File: src/rtl/reference_buffer_sequencer.sv
// -----------------------------------------------------------------------------
// reference_buffer_sequencer
//
// Streams read indices into the reference sample buffer. A window
// [start_index, start_index+sweep_length) is swept num_passes times, with no
// bubbles between passes. After the final index is accepted, the buffer read
// latency is drained and a one-cycle done pulse is issued.
//
// Optional feature macro: REF_SEQ_WRAP_EN
//   defined   : the window is circular, index = (start_index+offset) mod
//               buffer_length; only sweep_length > buffer_length is rejected.
//   undefined : a window running past the end of the buffer is rejected and
//               no wrap logic is built.
//
// Ports
//   clk, rst               clock, asynchronous active-high reset
//   start                  one-cycle sweep request (honoured in IDLE only)
//   start_index            first index of the window
//   sweep_length           indices per pass
//   num_passes             number of passes
//   m_axis_tready          downstream ready
//   m_axis_index_tvalid    index valid (high throughout RUN)
//   m_axis_index_tdata     index to the buffer
//   pass_index             current pass, 0-based
//   busy                   high in RUN and DRAIN
//   done                   pulse once the final data has left the buffer
//   cfg_error              pulse when a start request is rejected
// -----------------------------------------------------------------------------
module reference_buffer_sequencer #(
   parameter int buffer_length = 10,
   parameter int index_bits    = 4,
   parameter int pass_bits     = 8,
   parameter int read_latency  = 2
) (
   input  logic                  clk,
   input  logic                  rst,
   input  logic                  start,
   input  logic [index_bits-1:0] start_index,
   input  logic [index_bits-1:0] sweep_length,
   input  logic [pass_bits-1:0]  num_passes,
   input  logic                  m_axis_tready,
   output logic                  m_axis_index_tvalid,
   output logic [index_bits-1:0] m_axis_index_tdata,
   output logic [pass_bits-1:0]  pass_index,
   output logic                  busy,
   output logic                  done,
   output logic                  cfg_error
);

   localparam int DCW = (read_latency > 1) ? $clog2(read_latency) : 1;
   localparam logic [index_bits:0] BUF_LEN = (index_bits+1)'(buffer_length);

   typedef enum logic [1:0] {IDLE, RUN, DRAIN} state_t;

   state_t                state_q, state_d;
   logic [index_bits-1:0] tdata_q, tdata_d;
   logic [index_bits:0]   offset_q, offset_d;
   logic [pass_bits-1:0]  pass_q, pass_d;
   logic [index_bits-1:0] base_q, base_d;
   logic [index_bits-1:0] len_q, len_d;
   logic [pass_bits-1:0]  passes_q, passes_d;
   logic [DCW-1:0]        drain_q, drain_d;
   logic                  done_q, done_d;
   logic                  err_q, err_d;

   logic                  cfg_bad;
   logic                  last_off;
   logic                  last_pass;
   logic [index_bits-1:0] next_idx;

`ifdef REF_SEQ_WRAP_EN
   localparam logic [index_bits-1:0] IDX_LAST = index_bits'(buffer_length - 1);

   // Circular window: only a window longer than the buffer is meaningless.
   assign cfg_bad = (sweep_length == '0) || (num_passes == '0) ||
                    ({1'b0, start_index} >= BUF_LEN) ||
                    ({1'b0, sweep_length} > BUF_LEN);
   assign next_idx = (tdata_q == IDX_LAST) ? '0 : tdata_q + index_bits'(1);
`else
   logic [index_bits:0] win_end;

   // One extra bit so start_index+sweep_length cannot alias past the buffer end.
   assign win_end  = {1'b0, start_index} + {1'b0, sweep_length};
   assign cfg_bad  = (sweep_length == '0) || (num_passes == '0) ||
                     ({1'b0, start_index} >= BUF_LEN) || (win_end > BUF_LEN);
   assign next_idx = tdata_q + index_bits'(1);
`endif

   assign last_off  = (offset_q == ({1'b0, len_q} - (index_bits+1)'(1)));
   assign last_pass = (pass_q == (passes_q - pass_bits'(1)));

   always_comb begin
      state_d  = state_q;
      tdata_d  = tdata_q;
      offset_d = offset_q;
      pass_d   = pass_q;
      base_d   = base_q;
      len_d    = len_q;
      passes_d = passes_q;
      drain_d  = drain_q;
      done_d   = 1'b0;
      err_d    = 1'b0;
      case (state_q)
         IDLE: begin
            if (start) begin
               if (cfg_bad) begin
                  err_d = 1'b1;
               end else begin
                  base_d   = start_index;
                  len_d    = sweep_length;
                  passes_d = num_passes;
                  offset_d = '0;
                  pass_d   = '0;
                  tdata_d  = start_index;
                  state_d  = RUN;
               end
            end
         end
         RUN: begin
            if (m_axis_tready) begin
               if (last_off) begin
                  if (last_pass) begin
                     drain_d = '0;
                     state_d = DRAIN;
                  end else begin
                     // Pass boundary: restart the window, bump pass on the same edge.
                     offset_d = '0;
                     tdata_d  = base_q;
                     pass_d   = pass_q + pass_bits'(1);
                  end
               end else begin
                  offset_d = offset_q + (index_bits+1)'(1);
                  tdata_d  = next_idx;
               end
            end
         end
         DRAIN: begin
            // done lands in the first IDLE cycle, read_latency+1 after the last transfer.
            if (drain_q == DCW'(read_latency - 1)) begin
               done_d  = 1'b1;
               state_d = IDLE;
            end else begin
               drain_d = drain_q + DCW'(1);
            end
         end
         default: state_d = IDLE;
      endcase
   end

   always_ff @(posedge clk or posedge rst) begin
      if (rst) begin
         state_q  <= IDLE;
         tdata_q  <= '0;
         offset_q <= '0;
         pass_q   <= '0;
         base_q   <= '0;
         len_q    <= '0;
         passes_q <= '0;
         drain_q  <= '0;
         done_q   <= 1'b0;
         err_q    <= 1'b0;
      end else begin
         state_q  <= state_d;
         tdata_q  <= tdata_d;
         offset_q <= offset_d;
         pass_q   <= pass_d;
         base_q   <= base_d;
         len_q    <= len_d;
         passes_q <= passes_d;
         drain_q  <= drain_d;
         done_q   <= done_d;
         err_q    <= err_d;
      end
   end

   assign m_axis_index_tvalid = (state_q == RUN);
   assign m_axis_index_tdata  = tdata_q;
   assign pass_index          = pass_q;
   assign busy                = (state_q != IDLE);
   assign done                = done_q;
   assign cfg_error           = err_q;

endmodule
File: config.mk
export PLATFORM = sky130hd
export DESIGN_NAME = reference_buffer_sequencer
export DESIGN_NICKNAME = d
export VERILOG_FILES = /design/src/rtl/reference_buffer_sequencer.sv
export SDC_FILE = /design/constraint.sdc
export NUM_CORES = 1
export LEC_CHECK = 0
export CAP_MARGIN = 20
export CORE_AREA = 2 2 74 76
export CTS_CLUSTER_SIZE = 16
export DETAILED_ROUTE_END_ITERATION = 7
export DIE_AREA = 0 0 76 78
export PLACE_DENSITY_LB_ADDON = 0.2
export SETUP_SLACK_MARGIN = 0.5
export SYNTH_ARGS = -nofsm -noshare
export SYNTH_HDL_FRONTEND = slang
export SYNTH_SLANG_ARGS = --single-unit
export TNS_END_PERCENT = 1
File: constraint.sdc
create_clock -name clk -period 2.6 [get_ports clk]
set_input_delay 0.26 -clock clk [delete_from_list [all_inputs] [get_ports clk]]
set_output_delay 0.26 -clock clk [all_outputs]
set_load 0.02 [all_outputs]
==> flow_metrics.tcl <==
set metrics [dict create \
    run_status "finished clean" \
    crit_chain "inv_2 > ha_4 > o21bai_1 > a211oi_1 > o21ai_2 > a211oi_4 > buf_12 > a21oi_4 > mux2_4" \
    htree_levels 2 \
    core_um2 5040 \
    root_buffer "clkbuf_8" \
    clk_path_buf_depth 2 \
    vias 2264 \
    hp-class "input pin to asynchronous set/reset pin" \
    final_nets 364 \
    power_density_nw_per_um2 1080 \
    syn_nets 303 \
    yosysSeqAreaShare_pct 38.6 \
    drv_slew 0 \
    yosysTopAreaCellShare_pct 38.6 \
    setup_viol 0 \
    r2r_end "m_axis_index_tdata[1]" \
    multiInputGateArea_um2 1550 \
    grt_max_degree 39 \
    clock_latency_ns 0.29 \
    num_antenna_cells 0 \
    antenna_found_initial 0 \
    slowest_delay_ns 0.38 \
    ys_top_cells_by_area "dfrtp_1 (39%), nand2_1 (8.2%), ha_1 (4.6%)" \
    critPathTopFamily "compound AO/OA/AOI/OAI gates" \
    period_share_pct 85.2 \
    die_height_um 78 \
    ctsHoldBuffers 0 \
    tightest_slew_ns 0.626 \
    p_total_w 0.00368 \
    cts-buffers-inserted 5 \
    clk_pin_slew_ns 0.08 \
    critical_path_required_ns 2.78 \
    end_kind "register" \
    max_freq_mhz 451 \
    hold_viol 0 \
    grt_first_pass_wirelength_um 10500 \
    min_period_ns 2.22 \
    synth_edf_count 0 \
    syn2layout_area_growth_pct 38.9 \
    yosysWarnings 0 \
    io_pins 36 \
    r2r_setup_slack_ns 0.38 \
    rr_worst_depth 9 \
    synthCells 273 \
    start_util_pct 48.8 \
    syn_area_per_cell_um2 9.02 \
    dr.first_iter.drc_count 130 \
    maxCapViolations 0 \
    ys_ff_latch 38 \
    place_area_um2 3020 \
    start_kind "register" \
    cpMaxStageDelayCell "dfrtp_1" \
    fin_area_um2 3420 \
    drc 0 \
    dr.pass1.iters 4 \
    avgViaCountPerCell 5.59 \
    peakVddDrop_v 0.000585 \
    die_w_um 76 \
    grtUsageTotal_pct 22.1 \
    arrival_ns 2.40 \
    ys.flop_type "dfrtp_1" \
    port_buffers 35 \
    grt_pass1_vias 2178 \
    clock_skew_ns 0.00522 \
    rsz0062_at_grt "true" \
    wl_um 6230 \
    r2r_start "passes_q[0]" \
    dp_hpwl_um 4280 \
    slew_headroom_pct 58.1 \
    cts_tree "yes" \
    syn_area_um2 2460 \
    seqCellArea_um2 952 \
    path_max_fanout 14 \
    finalSetupTns_ns 0 \
    postRouteAntennaNets 0 \
    final_layout_size_suffix_gt1_share_pct 23.0 \
    numClockSinks 38 \
    final_util_pct 67.8 \
    gp_congestion 0.815 \
    fp-row-count 26 \
    p_leak_nw 1.46 \
    yosysTopAreaCell "dfrtp_1" \
    synthArstFlopShare_pct 100 \
    die_area_um2 5930 \
    path_buf_inv 2 \
    worstSetupPathType "register to register" \
    n_fill_cell 404 \
    synth_cell_types 57 \
    grt.overflow.total 0 \
    routedWlPerCell_um 15.4 \
]
==> state kept, by name, summed over array words and instances (netlist names) <==
| name | count |
|---|---|
| base_q | 4 |
| cfg_error | 1 |
| done | 1 |
| drain_q | 1 |
| len_q | 4 |
| m_axis_index_tdata | 4 |
| offset_q | 5 |
| pass_index | 8 |
| passes_q | 8 |
| state_q | 2 |
==> worst max-delay path by stage <==
stage,from,endpoint,slack (ns),depth (start not counted)
3_3_place_gp,start_index[0],m_axis_index_tdata[2],-0.11,9
6_report,passes_q[0],m_axis_index_tdata[1],0.38,9
5_1_grt,passes_q[0],pass_index[3],0.30,10
3_5_place_dp,start_index[0],m_axis_index_tdata[2],-0.16,9
2_1_floorplan,passes_q[0],m_axis_index_tdata[3],0.36,9
4_1_cts,len_q[0],pass_index[3],0.40,8
==> metal layers <==
| metal | routed length [um] | track usage [%] | up-vias |
|---|---|---|---|
| met3 | 393 | 3.84 | 10 |
| met5 | 0 | 0 | - |
| li1 | - | - | 1102 |
| met2 | 2840 | 35.6 | 78 |
| met1 | 2900 | 30.5 | 1074 |
| met4 | 91 | 6.91 | 0 |
==> cells by family after synthesis <==
family                   count (synthesis)  share of synthesized area [%]
buffers and inverters                   25                           4.52
XOR/XNOR                                17                           6.05
flip-flops                              38                           38.6
multiplexers                             9                           3.81
AO/OA/AOI/OAI                           68                           19.7
AND/OR/NAND/NOR                        106                           21.9
adder cells (fa/ha/maj)                 10                           5.39
==> stage by stage <==
| step | hold slack [ns] | setup slack (ns) | cells |
|---|---|---|---|
| 4_1_cts | 0.397 | 0.399 | 402 |
| 3_3_place_gp | 0.460 | -0.113 | 382 |
| 5_1_grt | 0.442 | 0.304 | 405 |
| 6_report | 0.380 | 0.385 | 405 |
| 2_1_floorplan | 0.364 | 0.360 | 273 |
| 3_5_place_dp | 0.469 | -0.158 | 382 |
==> report_power, final <==
part | total (W) | switching (W) | internal (W)
clock | 0.000616 | 0.000232 | 0.000385
combinational | 0.00199 | 0.000968 | 0.00102
sequential | 0.00107 | 0.000270 | 0.000800
total | 0.00368 | 0.00147 | 0.00221
==> timing repair <==
action	in CTS	in global routing
pin swaps	14	6
cloned	1	0
buffers inserted	11	3
setup endpoints to repair	36	36
gates resized for setup	26	6
==> final cells by class <==
class	count	area share, %
inverter	13	1.43
clock buffer	5	2.01
multi-input combinational	210	45.5
sequential	38	27.9
timing repair buffer	66	18.7
tap	70	2.56
clock inverter	3	2.01
==> cell usage after synthesis, types with 5 or more instances <==
cell / n
xor2_1: 7
buf_2: 5
nand2b_1: 5
o31ai_1: 7
nand3_1: 8
a211oi_1: 6
ha_1: 9
nand2_1: 54
xnor2_1: 10
or4_1: 6
o21ai_0: 9
inv_1: 12
a21oi_1: 8
dfrtp_1: 38
o21ai_1: 13
nor2_1: 9
mux2i_1: 6
==> worst min-delay path, cell delays in order <==
cell and delay, ns:
clkdlybuf4s50_1 0.39, inv_1 0.05, buf_4 0.41
==> cell usage in the layout (no fill, tap or decap), types with 3 or more instances in the layout <==
cell             netlist  routed
ha_1                   9       6
mux2i_1                6       6
nand3_1                8       8
clkbuf_8               0       5
nor4_1                 4       3
o21bai_1               3       3
clkdlybuf4s50_1        0      31
nand2b_1               5       5
buf_6                  1       4
xor2_1                 7       7
xnor2_1               10      10
mux2_4                 0       3
or4_1                  6       6
o21ai_1               13      11
o31ai_1                7       7
a211oi_1               6       4
dlygate4sd2_1          0       4
dfrtp_1               38      37
inv_1                 12       8
buf_4                  1      24
nor2_1                 9       8
inv_2                  1       5
a21oi_1                8       5
o21ai_0                9       9
a21o_1                 3       3
nor3_1                 3       3
and2_1                 3       3
nand2_1               54      54
Note: power is estimated with default switching activity, not from simulation.
